[src/rtl/flag_unit.sv]
// Processor status-flag unit: N/V/D/I/Z/C register with a LIFO context stack.
// Ops are accepted on rising ph2 while op_valid is high; results are visible one edge later.
module flag_unit #(
   parameter int WIDTH    = 8,
   parameter int CONTEXTS = 4
) (
   input  logic                            ph2,
   input  logic                            reset,
   input  logic                            op_valid,
   input  logic [3:0]                      op,
   input  logic [WIDTH-1:0]                alu_result,
   input  logic                            alu_carry,
   input  logic                            alu_ovf,
   input  logic [3:0]                      upd_mask,
   input  logic [7:0]                      load_data,
   input  logic                            err_clear,
   output logic [7:0]                      status,
   output logic [$clog2(CONTEXTS+1)-1:0]   depth,
   output logic                            full,
   output logic                            empty,
   output logic                            err
);

   localparam int DW = $clog2(CONTEXTS + 1);
   localparam int IW = (CONTEXTS > 1) ? $clog2(CONTEXTS) : 1;

   // Packed flag order {N,V,D,I,Z,C}; status inserts the fixed 1/0 at bits 5/4.
   localparam int FN = 5;
   localparam int FV = 4;
   localparam int FD = 3;
   localparam int FI = 2;
   localparam int FZ = 1;
   localparam int FC = 0;

   typedef enum logic [3:0] {
      OP_NOP     = 4'd0,
      OP_CLC     = 4'd1,
      OP_SEC     = 4'd2,
      OP_CLI     = 4'd3,
      OP_SEI     = 4'd4,
      OP_CLV     = 4'd5,
      OP_CLD     = 4'd6,
      OP_SED     = 4'd7,
      OP_ALU     = 4'd8,
      OP_LOAD    = 4'd9,
      OP_SAVE    = 4'd10,
      OP_RESTORE = 4'd11
   } op_e;

   logic [5:0]    flags_q, flags_d;
   logic [DW-1:0] depth_q, depth_d;
   logic          full_q, full_d;
   logic          empty_q, empty_d;
   logic          err_q, err_d;
   logic [5:0]    stack_q [CONTEXTS];

   logic          push_s;
   logic          new_err_s;
   logic [IW-1:0] push_idx_s;
   logic [IW-1:0] top_idx_s;
   logic [5:0]    top_s;

   // Next-state decode for flags, stack pointer and the sticky error.
   always_comb begin
      flags_d    = flags_q;
      depth_d    = depth_q;
      push_s     = 1'b0;
      new_err_s  = 1'b0;
      push_idx_s = IW'(depth_q);
      top_idx_s  = IW'(depth_q - DW'(1));
      top_s      = stack_q[top_idx_s];

      if (op_valid) begin
         case (op_e'(op))
            OP_CLC: flags_d[FC] = 1'b0;
            OP_SEC: flags_d[FC] = 1'b1;
            OP_CLI: flags_d[FI] = 1'b0;
            OP_SEI: flags_d[FI] = 1'b1;
            OP_CLV: flags_d[FV] = 1'b0;
            OP_CLD: flags_d[FD] = 1'b0;
            OP_SED: flags_d[FD] = 1'b1;
            OP_ALU: begin
               flags_d[FN] = upd_mask[3] ? alu_result[WIDTH-1]           : flags_q[FN];
               flags_d[FV] = upd_mask[2] ? alu_ovf                       : flags_q[FV];
               flags_d[FZ] = upd_mask[1] ? (alu_result == {WIDTH{1'b0}}) : flags_q[FZ];
               flags_d[FC] = upd_mask[0] ? alu_carry                     : flags_q[FC];
            end
            OP_LOAD: flags_d = {load_data[7:6], load_data[3:0]};
            OP_SAVE: begin
               flags_d[FI] = 1'b1;
               if (!full_q) begin
                  push_s  = 1'b1;
                  depth_d = depth_q + DW'(1);
               end else begin
                  new_err_s = 1'b1;
               end
            end
            OP_RESTORE: begin
               if (!empty_q) begin
                  flags_d = top_s;
                  depth_d = depth_q - DW'(1);
               end else begin
                  new_err_s = 1'b1;
               end
            end
            default: flags_d = flags_q;
         endcase
      end else begin
         flags_d = flags_q;
      end

      full_d  = (depth_d == DW'(CONTEXTS));
      empty_d = (depth_d == DW'(0));
      // A fresh error wins over a simultaneous clear.
      err_d   = new_err_s | (err_q & ~err_clear);
   end

   // Architectural state; reset leaves interrupts masked and the stack empty.
   always_ff @(posedge ph2 or posedge reset) begin
      if (reset) begin
         flags_q <= 6'b000100;
         depth_q <= DW'(0);
         full_q  <= 1'b0;
         empty_q <= 1'b1;
         err_q   <= 1'b0;
      end else begin
         flags_q <= flags_d;
         depth_q <= depth_d;
         full_q  <= full_d;
         empty_q <= empty_d;
         err_q   <= err_d;
      end
   end

   // Stack storage needs no reset: entries at or above depth are never read.
   always_ff @(posedge ph2) begin
      if (push_s) begin
         stack_q[push_idx_s] <= flags_q;
      end
   end

   assign status = {flags_q[FN], flags_q[FV], 2'b10, flags_q[FD], flags_q[FI], flags_q[FZ], flags_q[FC]};
   assign depth  = depth_q;
   assign full   = full_q;
   assign empty  = empty_q;
   assign err    = err_q;

endmodule
[config.mk]
export PLATFORM = sky130hd
export DESIGN_NAME = flag_unit
export DESIGN_NICKNAME = d
export VERILOG_FILES = /design/src/rtl/flag_unit.sv
export SDC_FILE = /design/constraint.sdc
export NUM_CORES = 1
export LEC_CHECK = 0
export CELL_PAD_IN_SITES_DETAIL_PLACEMENT = 1
export CELL_PAD_IN_SITES_GLOBAL_PLACEMENT = 2
export CORE_ASPECT_RATIO = 1.5
export CORE_MARGIN = 2
export CORE_UTILIZATION = 35
export CTS_CLUSTER_DIAMETER = 30
export DETAILED_ROUTE_END_ITERATION = 6
export PLACE_DENSITY_LB_ADDON = 0.1
export SLEW_MARGIN = 10
export SYNTH_ARGS = -nofsm -noshare
export SYNTH_HDL_FRONTEND = slang
export SYNTH_SLANG_ARGS = --single-unit
[constraint.sdc]
create_clock -name ph2 -period 2.7 [get_ports ph2]
set_input_delay 0.54 -clock ph2 [delete_from_list [all_inputs] [get_ports ph2]]
set_output_delay 0.54 -clock ph2 [all_outputs]
set_load 0.02 [all_outputs]
==> flow_metrics.py <==
metrics = {
    "timing": {
        "tightest_slew_ps": 574,
        "setup_viol": 0,
        "finalCriticalPeriod_ps": 2180,
        "hold_viol": 0,
        "rsz0062_at_grt": "no",
        "fin_crit_sh_pct": 80.8,
        "maxSlewViolCount": 0,
        "clock.fmax_mhz": 458,
        "max_slew_margin_pct": 61.6,
        "setup_tns_ps": 0,
        "fin_skew_ps": 5.49,
    },
    "worst_setup_path": {
        "cp-start-kind": "primary input",
        "required_ps": 2650,
        "cp.arrival_ps": 2130,
        "path_buf_inv": 1,
        "crit_type": "in2reg",
        "cpPeakStageDelay_ps": 740,
        "cp_slowest_cell": "clkdlybuf4s50_1",
        "reg2reg_slack_ps": 750,
        "critPathCaptureType": "register",
        "critical_path.top_delay_family": "simple AND/OR/NAND/NOR gates",
        "crit_chain": "clkdlybuf4s50_1, and4b_1, and3_1",
        "crit_fanout": 13,
    },
    "die": {
        "pin_count": 44,
        "fp-row-count": 32,
        "core_um2": 5200,
        "die_w_um": 64.1,
        "initial_utilization_pct": 36.5,
        "die_area_um2": 6040,
        "dieHeight_um": 94.2,
    },
    "place": {
        "dp_hpwl_mm": 3.47,
        "place_congestion": 0.725,
        "dpl-instance-area_um2": 2340,
        "io_buffers": 39,
    },
    "layout": {
        "final_cell_mix": "39 x clkdlybuf4s50_1, 24 x edfxtp_1, 10 x inv_1, 10 x dfrtp_1, 9 x a21oi_1",
        "final_common_cell": "clkdlybuf4s50_1",
        "antenna_cells": 0,
        "drive_gt1_share_pct": 12.0,
        "fin_area_um2": 2420,
        "fin_nets": 225,
        "syn_to_final_growth_pct": 27.6,
        "fillers": 567,
    },
    "global_routing": {
        "grt_use_total_pct": 16.5,
        "met3_usage_pct": 4.32,
        "grt_max_degree": 23,
        "grt_pass1_wl_mm": 7.32,
        "top_usage_layer": "met2",
        "antenna_found_initial": 0,
        "globalRouteOverflowTotal": 0,
        "grtUsageMet2_pct": 28.6,
        "grt_pass1_vias": 1367,
        "met1_usage_pct": 19.9,
    },
    "logic_synthesis": {
        "synth-edff-count": 24,
        "synth_cell_types": 48,
        "ys_seq_area_share_pct": 53.9,
        "ys.flop_type": "edfxtp_1",
        "synthArstFlopShare_pct": 33.3,
        "yosys_warnings": 0,
        "ys_ff_latch": 36,
        "synth_area_um2": 1900,
        "syn-num-nets": 185,
        "avgSynthCellArea_um2": 12.6,
        "syn_inst": 151,
    },
    "cts": {
        "cts_resized": 0,
        "path_clk_slew_ps": 70,
        "cts-hold-fix-buffers": 0,
        "cts_root_buf": "clkbuf_8",
        "cts_buffers": 5,
        "insertion_delay_ps": 290,
        "cts_tree": "done",
        "cts_setup_buffers": 0,
        "htree_num_levels": 2,
        "cts_buffer_depth": 2,
        "cts_sinks": 36,
    },
    "drt": {
        "drt_first_iter_violations": 72,
        "finalWirelength_mm": 4.61,
        "drc": 0,
        "wl_per_cell_um": 17.7,
        "final_antenna_net_count": 0,
        "vias": 1370,
        "vias_per_cell": 5.27,
        "first_pass_iters": 4,
    },
    "power_and_ir_drop": {
        "power.density_nw_per_um2": 732,
        "p_leak_nw": 0.923,
        "total_power_mw": 1.77,
        "vdd_drop_max_mv": 0.478,
    },
    "status": {
        "status": "finished, final reports clean",
    },
    "min_path": {
        "min_path_type": "reg2reg",
    },
    "run": {
        "maxCapViolations": 0,
    },
}
## area by class of cell
type	count	area (µm²)	share of cell area [%]
clock buffers	6	72.6	3.00
multi-input cells	93	757	31.3
repair buffers	45	435	18.0
inverters	10	37.5	1.55
flip-flops and latches	36	1020	42.3
clock inverters	2	11.3	0.465
well taps	68	85.1	3.51
## per-stage QoR
stage	util [%]	std cells	hold WS [ps]	setup slack [ps]
finish	46.5	260	539	519
global route	46.5	260	561	420
CTS	46.5	260	546	536
detailed placement	44.9	252	535	239
global placement	44.9	252	525	275
floorplan	-	151	403	703
## logic make-up (layout without fill, tap and decap cells)
group	Yosys count	in the layout	synth area share, %
xor+xnor	2	2	0.923
flops	36	36	53.9
compound gates	32	32	11.1
buf+inv	22	63	6.20
other cells	2	2	0.396
mux	14	14	12.4
fa+ha+maj	4	4	2.64
simple gates	39	39	12.5
## flip-flops by register name (all words and copies together) (netlist names)
signal   count
full         1
err          1
depth        3
flags_q      6
stack_q     24
empty        1
## where the power goes
group / internal [mW] / switching [mW] / total [mW]
Clock: 0.179 / 0.184 / 0.363
Combinational: 0.336 / 0.324 / 0.660
Sequential: 0.674 / 0.0764 / 0.750
Total: 1.19 / 0.584 / 1.77
## worst paths after layout
| check | start | end | depth (start not counted) |
|---|---|---|---|
| max reg2reg | depth[1]$_DFF_PP0_ | flags_q[1]$_DFFE_PP0P_ | 6 |
| min | err$_DFF_PP0_ | err$_DFF_PP0_ | 2 |
| min reg2reg | err$_DFF_PP0_ | err$_DFF_PP0_ | 2 |
| min in group asynchronous | reset | depth[1]$_DFF_PP0_ | 2 |
| max | op[3] | stack_q[3][1]$_DFFE_PP_ | 3 |
| max in group asynchronous | reset | empty$_DFF_PP1_ | 2 |
## tightest hold or removal path, cell delays in order, from the launching register on
cell and delay [ps]:
dfrtp_1 380, inv_1 50, o22ai_1 70
## per-layer routing
| layer | vias to the layer above | part of all wire (%) |
|---|---|---|
| met5 | - | 0 |
| met3 | 7 | 3.7 |
| met1 | 690 | 40 |
| met4 | 0 | 1.3 |
| li1 | 647 | - |
| met2 | 26 | 55 |
## cells in the mapped netlist, types with 2 or more instances
| library cell | n | area (µm²) |
|---|---|---|
| edfxtp_1 | 24 | 721 |
| dfrtp_1 | 10 | 250 |
| inv_1 | 10 | 37.5 |
| a21oi_1 | 9 | 45.0 |
| o21ai_0 | 7 | 35.0 |
| and3_1 | 6 | 37.5 |
| buf_4 | 6 | 45.0 |
| nor2_1 | 6 | 22.5 |
| nand3_1 | 5 | 25.0 |
| ha_1 | 4 | 50.1 |
| mux2_2 | 4 | 45.0 |
| mux2i_1 | 4 | 40.0 |
| mux4_1 | 4 | 105 |
| nand2_1 | 4 | 15.0 |
| clkbuf_1 | 3 | 11.3 |
| nand3b_1 | 3 | 22.5 |
| a211oi_1 | 2 | 15.0 |
| conb_1 | 2 | 7.51 |
| dfstp_2 | 2 | 52.6 |
| mux4_2 | 2 | 45.0 |
| nand2b_1 | 2 | 12.5 |
| nor3b_1 | 2 | 15.0 |
| nor4_1 | 2 | 12.5 |
| o22ai_1 | 2 | 12.5 |
| or3b_1 | 2 | 17.5 |
| xnor2_1 | 2 | 17.5 |
Power figures use the tool's default switching activity.
